--- src/rtl/conv_pkg.sv ---
// Shared types and constants for the K=3, rate-1/2 convolutional frame sequencer.
package conv_pkg;

  typedef enum logic [1:0] {
    IDLE  = 2'd0,
    SHIFT = 2'd1,
    WAIT  = 2'd2,
    TAIL  = 2'd3
  } state_e;

  localparam int TAIL_LEN = 2;
  localparam int BYTE_W   = 8;

  // Generator taps are ordered {b, d1, d2}
  localparam logic [2:0] G1 = 3'b111;
  localparam logic [2:0] G0 = 3'b101;

  function automatic logic gen_parity(input logic [2:0] g, input logic [2:0] taps);
    return ^(g & taps);
  endfunction

endpackage

--- src/rtl/conv_trellis_step.sv ---
// One trellis step: parity pair and next {d2,d1} from the current bit and state.
module conv_trellis_step
  import conv_pkg::*;
(
  input  logic       b,
  input  logic [1:0] trellis,
  output logic [1:0] pair,
  output logic [1:0] trellis_nxt
);

  logic [2:0] taps_s;

  // Encoder taps and shift of the two-bit history
  always_comb begin
    taps_s      = {b, trellis[0], trellis[1]};
    pair        = {gen_parity(G1, taps_s), gen_parity(G0, taps_s)};
    trellis_nxt = {trellis[0], b};
  end

endmodule

--- src/rtl/conv_frame_ctrl.sv ---
// Byte-to-trellis frame sequencer with registered valid/ready parity output.
// Define CONV_TAIL_EN to append two zero tail pairs per frame; otherwise frames are truncated.
module conv_frame_ctrl
  import conv_pkg::*;
#(
  parameter int FCNT_W = 16
) (
  input  logic              CLK,
  input  logic              RST_N,
  input  logic              in_valid,
  output logic              in_ready,
  input  logic [BYTE_W-1:0] in_data,
  input  logic              in_last,
  output logic              out_valid,
  input  logic              out_ready,
  output logic [1:0]        parities,
  output logic              out_first,
  output logic              out_last,
  output logic [FCNT_W-1:0] frames_done
);

  state_e            state_r, state_nxt_s;
  logic [BYTE_W-1:0] shift_r;
  logic [2:0]        bit_cnt_r;
  logic              last_flag_r, first_pend_r;
  logic [1:0]        trellis_r, trellis_nxt_s, pair_s;
  logic              adv_s, emit_s, load_s, done_s, bit_s, in_ready_s;
  logic              out_valid_r, out_first_r, out_last_r;
  logic [1:0]        parities_r;
  logic [FCNT_W-1:0] frames_done_r;
`ifdef CONV_TAIL_EN
  logic              tail_cnt_r;
`endif

  conv_trellis_step u_step (
    .b           (bit_s),
    .trellis     (trellis_r),
    .pair        (pair_s),
    .trellis_nxt (trellis_nxt_s)
  );

  assign adv_s = !out_valid_r | out_ready;

  // Next-state, handshake and emit decode
  always_comb begin
    state_nxt_s = state_r;
    in_ready_s  = 1'b0;
    emit_s      = 1'b0;
    load_s      = 1'b0;
    done_s      = 1'b0;
    bit_s       = 1'b0;
    case (state_r)
      IDLE, WAIT: begin
        in_ready_s = 1'b1;
        load_s     = in_valid;
        if (in_valid) begin
          state_nxt_s = SHIFT;
        end else begin
          state_nxt_s = state_r;
        end
      end
      SHIFT: begin
        bit_s  = shift_r[BYTE_W-1];
        emit_s = adv_s;
        if (adv_s && (bit_cnt_r == 3'd0)) begin
          if (last_flag_r) begin
`ifdef CONV_TAIL_EN
            state_nxt_s = TAIL;
`else
            done_s      = 1'b1;
            state_nxt_s = IDLE;
`endif
          end else begin
            // Back-to-back bytes are accepted on the last bit so no bubble appears
            in_ready_s = 1'b1;
            load_s     = in_valid;
            if (in_valid) begin
              state_nxt_s = SHIFT;
            end else begin
              state_nxt_s = WAIT;
            end
          end
        end else begin
          state_nxt_s = SHIFT;
        end
      end
      TAIL: begin
`ifdef CONV_TAIL_EN
        emit_s = adv_s;
        if (adv_s && (tail_cnt_r == 1'(TAIL_LEN - 1))) begin
          done_s      = 1'b1;
          state_nxt_s = IDLE;
        end else begin
          state_nxt_s = TAIL;
        end
`else
        state_nxt_s = IDLE;
`endif
      end
      default: state_nxt_s = IDLE;
    endcase
  end

  // FSM state register
  always_ff @(posedge CLK or negedge RST_N) begin
    if (!RST_N) state_r <= IDLE;
    else        state_r <= state_nxt_s;
  end

  // Byte shifter, bit counter, frame flags and trellis history
  always_ff @(posedge CLK or negedge RST_N) begin
    if (!RST_N) begin
      shift_r      <= {BYTE_W{1'b0}};
      bit_cnt_r    <= 3'd0;
      last_flag_r  <= 1'b0;
      first_pend_r <= 1'b0;
      trellis_r    <= 2'b00;
    end else begin
      if (load_s) begin
        shift_r     <= in_data;
        bit_cnt_r   <= 3'd7;
        last_flag_r <= in_last;
      end else if (emit_s && (state_r == SHIFT)) begin
        shift_r   <= {shift_r[BYTE_W-2:0], 1'b0};
        bit_cnt_r <= bit_cnt_r - 3'd1;
      end
      if (load_s && (state_r == IDLE)) begin
        first_pend_r <= 1'b1;
        trellis_r    <= 2'b00;
      end else if (emit_s) begin
        first_pend_r <= 1'b0;
        trellis_r    <= trellis_nxt_s;
      end
    end
  end

`ifdef CONV_TAIL_EN
  // Tail pair counter, cleared whenever the FSM is outside TAIL
  always_ff @(posedge CLK or negedge RST_N) begin
    if (!RST_N) begin
      tail_cnt_r <= 1'b0;
    end else if (state_r == TAIL) begin
      if (emit_s) tail_cnt_r <= tail_cnt_r + 1'b1;
    end else begin
      tail_cnt_r <= 1'b0;
    end
  end
`endif

  // Output pair register and completed-frame counter
  always_ff @(posedge CLK or negedge RST_N) begin
    if (!RST_N) begin
      out_valid_r   <= 1'b0;
      parities_r    <= 2'b00;
      out_first_r   <= 1'b0;
      out_last_r    <= 1'b0;
      frames_done_r <= {FCNT_W{1'b0}};
    end else begin
      if (adv_s) begin
        out_valid_r <= emit_s;
        out_first_r <= emit_s & first_pend_r;
        out_last_r  <= emit_s & done_s;
        if (emit_s) parities_r <= pair_s;
      end
      if (done_s) frames_done_r <= frames_done_r + {{(FCNT_W-1){1'b0}}, 1'b1};
    end
  end

  assign in_ready    = in_ready_s;
  assign out_valid   = out_valid_r;
  assign parities    = parities_r;
  assign out_first   = out_first_r;
  assign out_last    = out_last_r;
  assign frames_done = frames_done_r;

endmodule
--- config.mk ---
export PLATFORM = sky130hd
export DESIGN_NAME = conv_frame_ctrl
export DESIGN_NICKNAME = d
export VERILOG_FILES = /design/src/rtl/conv_pkg.sv /design/src/rtl/conv_trellis_step.sv /design/src/rtl/conv_frame_ctrl.sv
export SDC_FILE = /design/constraint.sdc
export NUM_CORES = 1
export LEC_CHECK = 0
export ABC_AREA = 1
export CORE_MARGIN = 5
export CORE_UTILIZATION = 58
export CTS_BUF_LIST = sky130_fd_sc_hd__clkbuf_8
export CTS_CLUSTER_DIAMETER = 50
export CTS_CLUSTER_SIZE = 24
export DETAILED_ROUTE_END_ITERATION = 6
export PLACE_DENSITY = 0.88
export SYNTH_ARGS = -nofsm -noshare
export SYNTH_HDL_FRONTEND = slang
export SYNTH_SLANG_ARGS = --single-unit
--- constraint.sdc ---
create_clock -name CLK -period 2.8 [get_ports CLK]
set_input_delay 0.42 -clock CLK [delete_from_list [all_inputs] [get_ports CLK]]
set_output_delay 0.42 -clock CLK [all_outputs]
set_load 0.01 [all_outputs]
# Yosys cells after proc, flatten, opt, wreduce, memory -nomap -nowiden
# Index checks and enable logic that the tools add are counted.
op_classes:
  multipliers: 0
  addsub: 2
  bitwise: 3
  eq_ne: 4
  order_cmp: 0
  n_mux: 24
  div_mod_pow: 0
  shift: 0
  reduce_logical: 12
op_table:
  columns: ["cell", "n"]
  rows:
  - ["16-bit by 1-bit adder with 16-bit output, second input constant", 1]
  - ["8-bit two-way mux", 2]
  - ["2-bit two-way mux", 6]
  - ["1-bit two-way mux", 11]
  - ["3-bit two-way mux", 2]
  - ["2-bit case mux with 3 select lines", 1]
  - ["3-bit XOR reduction", 2]
  - ["2-bit == test, second input constant", 2]
  - ["1-bit case mux with 2 select lines", 2]
  - ["2-bit nonzero test", 2]
  - ["1-bit logical AND", 3]
  - ["3-bit logical NOT", 1]
  - ["3-bit by 1-bit subtractor with 3-bit output, second input constant", 1]
  - ["1-bit AND", 2]
  - ["2-bit by 1-bit == test with 1-bit output, second input constant", 1]
  - ["2-bit logical NOT", 1]
  - ["2-bit inequality test, second input constant", 1]
  - ["2-bit AND reduction", 1]
  - ["2-bit OR reduction", 1]
  - ["1-bit logical NOT", 1]
  - ["1-bit bitwise OR", 1]
word_totals:
  mem_bits_ro: 0
  elab_cells: 56
  reg_bits: 38
  out_inout_bits: 22
  latchBits: 0
  inputBits: 13
  memories: 0
  mem_bits_rw: 0

# Longest topological paths before layout
# Gate-level depths: netlist of the first run.
logic_depth:
  ltp_word: 7
  depth_mapped: 9
  ltp_nobuf: 9

# By module
# A second synthesis of the first run with hierarchy kept.
hier_totals:
  hier_cells: 272
  area_unflattened_um2: 2103.3
by_module_without_submodules:
  columns: ["module", "instances", "area_each_um2", "cells_each", "seq_area_each_um2"]
  rows:
  - ["conv_frame_ctrl", 1, 2044.5, 259, 950.9]
  - ["conv_trellis_step", 1, 58.8, 13, 0.0]

# Worst setup path after synthesis of the first run
# Ideal clock, no wire load.
synth_timing:
  path_kind: "register -> output"
  startpoint: "register bit_cnt_r[0]"
  endpoint: "output in_ready"
  n_path_buf: 0
  path_stages_with_launch: 5
  arrival_ps: 987
  setup_slack_ps: 1393
  required_time_ps: 2380
  path_cell_list: "dfrtp_1 inv_1 ha_1 nand3_1 a21oi_1"
synth_via:
  elab_chain_cells: 4
synth_rtl:
  columns: ["element", "line", "text"]
  rows:
  - ["start: declaration", "conv_frame_ctrl.sv:24", "logic [2:0] bit_cnt_r;"]
  - ["start signal: assignment", "conv_frame_ctrl.sv:125", "bit_cnt_r <= bit_cnt_r - 3'd1;"]
  - ["3-bit logical NOT", "conv_frame_ctrl.sv:65", "if (adv_s && (bit_cnt_r == 3'd0)) begin"]
  - ["1-bit logical AND", "conv_frame_ctrl.sv:65", null]
  - ["1-bit two-way mux", "conv_frame_ctrl.sv:65", null]
  - ["1-bit case mux with 2 select lines", "conv_frame_ctrl.sv:52", "case (state_r)"]
  - ["end: declaration", "conv_frame_ctrl.sv:11", "output logic in_ready,"]
# No other way between the ends.

# Worst setup path in the final report of the first run
layout_timing:
  startpoint: "input out_ready"
  endpoint: "output in_ready"
layout_via:
  elab_chain_cells: 4
layout_rtl:
  columns: ["element", "line", "text"]
  rows:
  - ["start: declaration", "conv_frame_ctrl.sv:15", "input logic out_ready,"]
  - ["1-bit bitwise OR", "conv_frame_ctrl.sv:42", "assign adv_s = !out_valid_r | out_ready;"]
  - ["1-bit logical AND", "conv_frame_ctrl.sv:65", null]
  - ["1-bit two-way mux", "conv_frame_ctrl.sv:65", null]
  - ["1-bit case mux with 2 select lines", "conv_frame_ctrl.sv:52", null]
# No other way between the ends.

==> flow_summary_export.csv, run 1 <==
group,metric,value,unit
run_status,outcome,"finished clean",
timing,tightest_slew,822.2,ps
logic_synthesis,synth_area_per_cell,7.865,sq um
logic_synthesis,yosysTopAreaCellShare,0.4798,
clocking,root_buffer,"clkbuf_8",
logic_synthesis,syn_inst,252,
detailed_routing,drc,0,
clocking,htree_levels,2,
grt,grt_pass1_wl,7389,um
setup_path,critPathArrivalTime,1950,ps
grt,grt_pass1_vias,1709,
power,power,2.056,mW
die,core_area,3311,sq um
clocking,clock_latency,290,ps
clocking,cts_buffer_depth,2,
clocking,numCtsBuffers,5,
final_layout,final_cell_area,2444,sq um
die,io_pins,35,
setup_path,r2r_end,"shift_r[0]",
hold_path,worst_hold_path_type,"in2async",
setup_path,rr_startpoint,"bit_cnt_r[0]",
clocking,postCtsHoldBufs,0,
logic_synthesis,mappedNetlistNets,268,
detailed_routing,via_count,1763,
final_layout,drive_gt1_frac,0.06552,
place,io_buffer_count,34,
logic_synthesis,synthTopCellsByCount,"nand2_1 (86), dfrtp_1 (38), inv_1 (24)",
setup_path,crit_type,"in2out",
grt,grt_overflow_total,0,
timing,setup_tns,0,ps
logic_synthesis,synthesis.area,1982,sq um
detailed_routing,drt-total-wl,4328,um
clocking,tritoncts,"built",
logic_synthesis,yosysUniqueCellTypes,27,
final_layout,antenna_cells,0,
logic_synthesis,synth_area_leaders,"dfrtp_1 (48%), nand2_1 (16%), nand4_1 (4.7%), nand3_1 (4.5%), inv_1 (4.5%)",
grt,grt_start_max_net_pins,39,
place,gp_congestion,0.7993,
timing,hold_viol,0,
power,vdd_drop_max,0.6721,mV
power,powerDensity,841.2,nW/um^2
grt,grt_usage,0.2127,
logic_synthesis,synthArstFlopShare,1.000,
place,hpwl,3248,um
timing,fin_crit_sh,0.8470,
grt,antenna_found_initial,0,
setup_path,startpoint,"out_ready",
timing,finalSetupViolations,0,
timing,rsz0062_at_grt,"false",
setup_path,startpoint_type,"primary input",
die,die_w,68.46,um
detailed_routing,wl_per_cell,12.88,um
job,maxCapViolCount,0,
die,dieArea,4686,sq um
timing,max_freq,0.4217,GHz
final_layout,nets,305,
die,start_util,0.5986,
clocking,clk_pin_slew,70,ps
clocking,cts.repair.resized,0,
setup_path,ff2ff_setup_slack,930,ps
detailed_routing,ant_nets,0,
clocking,clkSinkCount,38,
die,die_height,68.46,um
logic_synthesis,synth_top_area_cell,"dfrtp_1",
detailed_routing,drtPass1Iterations,4,
setup_path,critPathCaptureType,"output pin",
setup_path,critPathCapture,"in_ready",
detailed_routing,dr.first_iter.drc_count,124,
logic_synthesis,synth_edf_count,0,
setup_path,ff2ff_path_depth,10,
logic_synthesis,synth_seq_cells,38,
logic_synthesis,synth.yosys.seq_area_share,0.4798,
logic_synthesis,ys.flop_type,"dfrtp_1",
timing,finalClockSkew,6.826,ps
setup_path,required,2380,ps
timing,min_period,2371,ps
logic_synthesis,ys_warn_count,0,
timing,drv_slew,0,
setup_path,path_max_fanout,2,
die,num_rows,21,
power,total_leakage_power,1.166,nW
place,placed_cell_area,2352,sq um
timing,relSlewSlack,0.4519,
logic_synthesis,yosysMostFrequentCell,"nand2_1",
detailed_routing,vias_per_cell,5.247,
clocking,cts_setup_buffers,0,
final_layout,syn2layout_area_growth,23.30,%
==> cell type report <==
| cell class | count | area, sq um |
|---|---|---|
| Clock buffer | 6 | 82.58 |
| Clock inverter | 2 | 8.758 |
| Inverter | 27 | 101.3 |
| Fill cell | 264 | 867.1 |
| Multi-Input combinational cell | 181 | 892.1 |
| Sequential cell | 38 | 950.9 |
| Tap cell | 46 | 57.56 |
| Timing Repair Buffer | 36 | 350.3 |
==> power by group <==
part	leakage, nW	switching, mW	internal, mW
clock network	0.0524	0.194	0.195
registers	0.487	0.139	0.718
logic	0.627	0.461	0.349
==> cell families (layout without fill, tap and decap cells) <==
group	Yosys count	after routing	share of synthesized area
AO/OA/AOI/OAI	19	19	0.04988
buffers and inverters	33	71	0.07007
AND/OR/NAND/NOR	149	149	0.3371
flip-flops	38	38	0.4798
XOR/XNOR	10	10	0.04419
adder cells (fa/ha/maj)	3	3	0.01894
==> worst min path at each step <==
stage | slack (ps) | depth (start not counted) | endpoint
2_1_floorplan | 120 | 0 | bit_cnt_r[0]
3_3_place_gp | 480 | 2 | out_last
3_5_place_dp | 480 | 2 | out_last
4_1_cts | 250 | 1 | frames_done[4]
5_1_grt | 310 | 1 | out_valid
6_report | 220 | 1 | frames_done[2]
==> routing by layer <==
layer  GRT usage  vias up  routed length [um]
li1            -      879                   -
met1      0.2469      818                1813
met2      0.3683       56                2177
met3     0.03941       10                 248
met4      0.1117        0                  89
met5           0        -                   0
==> through the flow <==
step / util / setup slack, ps / std cells / hold slack, ps
after floorplan: - / 1393 / 252 / 124.4
after global placement: 0.7105 / 447.9 / 328 / 475.6
after detailed placement: 0.7105 / 439.6 / 328 / 475.7
after CTS: 0.7381 / 423.9 / 336 / 247.4
after global routing: 0.7381 / 320.3 / 336 / 312.5
final: 0.7381 / 428.5 / 336 / 222.0
==> critical path: stages <==
cell	delay (ps)
clkdlybuf4s50_1	520
inv_1	50
nand2_1	70
nand3_1	140
a21oi_1	190
clkdlybuf4s50_1	560
==> placed cells by master (no fill, tap or decap), types with 3 or more instances in the layout <==
| master | count |
|---|---|
| nand2_1 | 86 |
| ha_1 | 3 |
| nand3_1 | 18 |
| xnor2_1 | 7 |
| inv_1 | 25 |
| clkdlybuf4s50_1 | 33 |
| dfrtp_1 | 38 |
| nor2_4 | 3 |
| nor2_1 | 21 |
| o21ai_0 | 11 |
| o21ai_1 | 4 |
| xor2_1 | 3 |
| nand4_1 | 15 |
| clkbuf_8 | 6 |
==> state kept, by name, summed over array words and instances (netlist names) <==
| signal | count |
|---|---|
| frames_done | 16 |
| trellis_r | 2 |
| parities | 2 |
| first_pend_r | 1 |
| shift_r | 8 |
| state_r | 2 |
| last_flag_r | 1 |
| out_valid | 1 |
| bit_cnt_r | 3 |
| out_first | 1 |
| out_last | 1 |
(Power assumes the default switching activity.)
==> run 2, diff against run 1 <==
Settings changed: CORE_UTILIZATION 58 to 49, PLACE_DENSITY 0.88 to 0.79.
Clock period 2.8 ns to 2 ns, I/O delays scaled along.
==> flow_summary_export.csv, run 2 (synthesized netlist as in run 1, its figures left out) <==
group,metric,value,unit
setup_path,startpoint_type,"flop",
timing,finalSetupViolations,0,
final_layout,layout_commonest_cell,"nand2_1",
clocking,cts_buffer_depth,2,
die,die_height,73.60,um
power,powerDensity,1230,nW/um^2
detailed_routing,drc,0,
setup_path,r2r_end,"frames_done[8]",
setup_path,critPathCaptureType,"output pin",
job,maxCapViolCount,0,
place,dpl.cell_count,339,
setup_path,critPathCapture,"in_ready",
grt,grt_pass1_vias,1768,
setup_path,rr_startpoint,"bit_cnt_r[0]",
power,total_leakage_power,1.227,nW
timing,min_period,1825,ps
setup_path,crit_type,"reg2out",
power,intPower,2.044,mW
die,num_rows,23,
timing,tightest_slew,462.2,ps
timing,max_freq,0.5479,GHz
final_layout,n_fill_cell,345,
detailed_routing,vias_per_cell,5.086,
final_layout,syn2layout_area_growth,29.23,%
final_layout,nets,313,
final_layout,antenna_cells,0,
final_layout,largest_register_ffs,16,
setup_path,path_max_fanout,3,
clocking,clk_pin_slew,80,ps
clocking,root_buffer,"clkbuf_8",
final_layout,fin_cells,348,
final_layout,seq_area,950.9,sq um
timing,relSlewSlack,0.6919,
setup_path,ff2ff_setup_slack,370,ps
die,dieArea,5416,sq um
final_layout,drive_gt1_frac,0.09060,
grt,antenna_found_initial,0,
power,p_sw,1.106,mW
setup_path,required,1700,ps
power,power_frac_seq,0.378,
setup_path,startpoint,"bit_cnt_r[0]",
grt,grt_overflow_total,0,
die,start_util,0.4991,
hold_path,worst_hold_path_type,"in2async",
timing,fin_crit_sh,0.9125,
power,power_frac_comb,0.364,
clocking,tritoncts,"built",
die,die_w,73.60,um
final_layout,multiInputGateArea,892.1,sq um
detailed_routing,via_count,1770,
timing,setup_tns,0,ps
place,gp_congestion,0.7781,
detailed_routing,wl_per_cell,12.41,um
grt,grt_start_max_net_pins,21,
timing,finalClockSkew,5.658,ps
timing,rsz0062_at_grt,"false",
clocking,numCtsBuffers,5,
die,core_area,3971,sq um
power,p_clk_frac,0.258,
place,io_buffer_count,34,
clocking,clock_latency,290,ps
place,hpwl,3296,um
final_layout,final_cell_mix,"nand2_1 (86), dfrtp_1 (38), clkdlybuf4s50_1 (32), inv_1 (24), nor2_1 (21)",
detailed_routing,ant_nets,0,
clocking,cts_setup_buffers,0,
die,io_pins,35,
grt,grt_pass1_wl,7479,um
grt,grt_usage,0.1793,
detailed_routing,drtPass1Iterations,4,
timing,worst_hold_slack,484.0,ps
power,vdd_drop_max,0.9442,mV
timing,hold_viol,0,
clocking,clkSinkCount,38,
timing,drv_slew,0,
detailed_routing,dr.first_iter.drc_count,83,
setup_path,ff2ff_path_depth,10,
detailed_routing,drt-total-wl,4320,um
power,switching_share,0.3511,
clocking,htree_levels,2,
setup_path,critPathArrivalTime,1530,ps
run_status,outcome,"finished clean",
-- run 2: cell count changes in the layout (fill, tap and decap cells not counted) --
cell	delta
buf_4	+7
clkdlybuf4s50_1	-1
dlygate4sd3_1	+1
clkinv_2	-1
bufinv_16	+2
dlygate4sd2_1	+1
inv_1	-1
-- run 2: how the worst min path moves through the flow --
stage | start | endpoint | slack (ps) | cells after the start
after floorplan | RST_N | bit_cnt_r[0] | 4 | 0
after global placement | RST_N | frames_done[3] | 270 | 1
after detailed placement | RST_N | frames_done[3] | 270 | 1
after CTS | RST_N | frames_done[3] | 480 | 2
after global routing | RST_N | frames_done[3] | 510 | 2
final | RST_N | frames_done[2] | 480 | 2
-- run 2: routing by layer --
metal	vias to the layer above	global-route usage	wire length [um]
met3	9	0.04514	241
met4	0	0.08249	80
met2	46	0.3169	2204
met5	-	0	0
li1	895	-	-
met1	820	0.2003	1794
-- run 2: metrics by stage --
step                        util  power, mW  instance area (sq um)  worst slack, ps
after floorplan                -      1.926                   1982            614.0
after CTS                 0.6449      3.184                   2561            143.9
final                     0.6449      3.150                   2561            174.9
after detailed placement  0.6068      2.371                   2410           -118.6
after global routing      0.6449      3.376                   2561            25.90
after global placement    0.6068      2.313                   2410           -101.3
-- run 2: power groups by stage --
stage / registers (mW) / logic (mW) / clock network, mW
detailed placement: 1.21 / 1.16 / 0
floorplan: 1.20 / 0.722 / 0
global placement: 1.19 / 1.12 / 0
CTS: 1.19 / 1.16 / 0.828
finish: 1.19 / 1.15 / 0.812
global route: 1.23 / 1.29 / 0.864
-- run 2: what timing repair did --
item / in CTS / in global routing
hold buffers: 1 / 0
endpoints found under the setup margin: 1 / 0
endpoints found under the hold margin: 18 / 0
resized for setup: 1 / 0
-- run 2: layout make-up --
type / instances / share of cell area
flip-flops and latches: 38 / 0.3713
clock buffers: 6 / 0.03224
inverters: 27 / 0.03957
multi-input cells: 181 / 0.3483
repair buffers: 44 / 0.1607
well taps: 50 / 0.02443
clock inverters: 2 / 0.02345
-- run 2: critical path, stage by stage (launching register included) --
cell	delay, ps
dfrtp_1	380
inv_1	100
ha_1	170
nand3_1	110
a21oi_1	170
dlygate4sd2_1	290
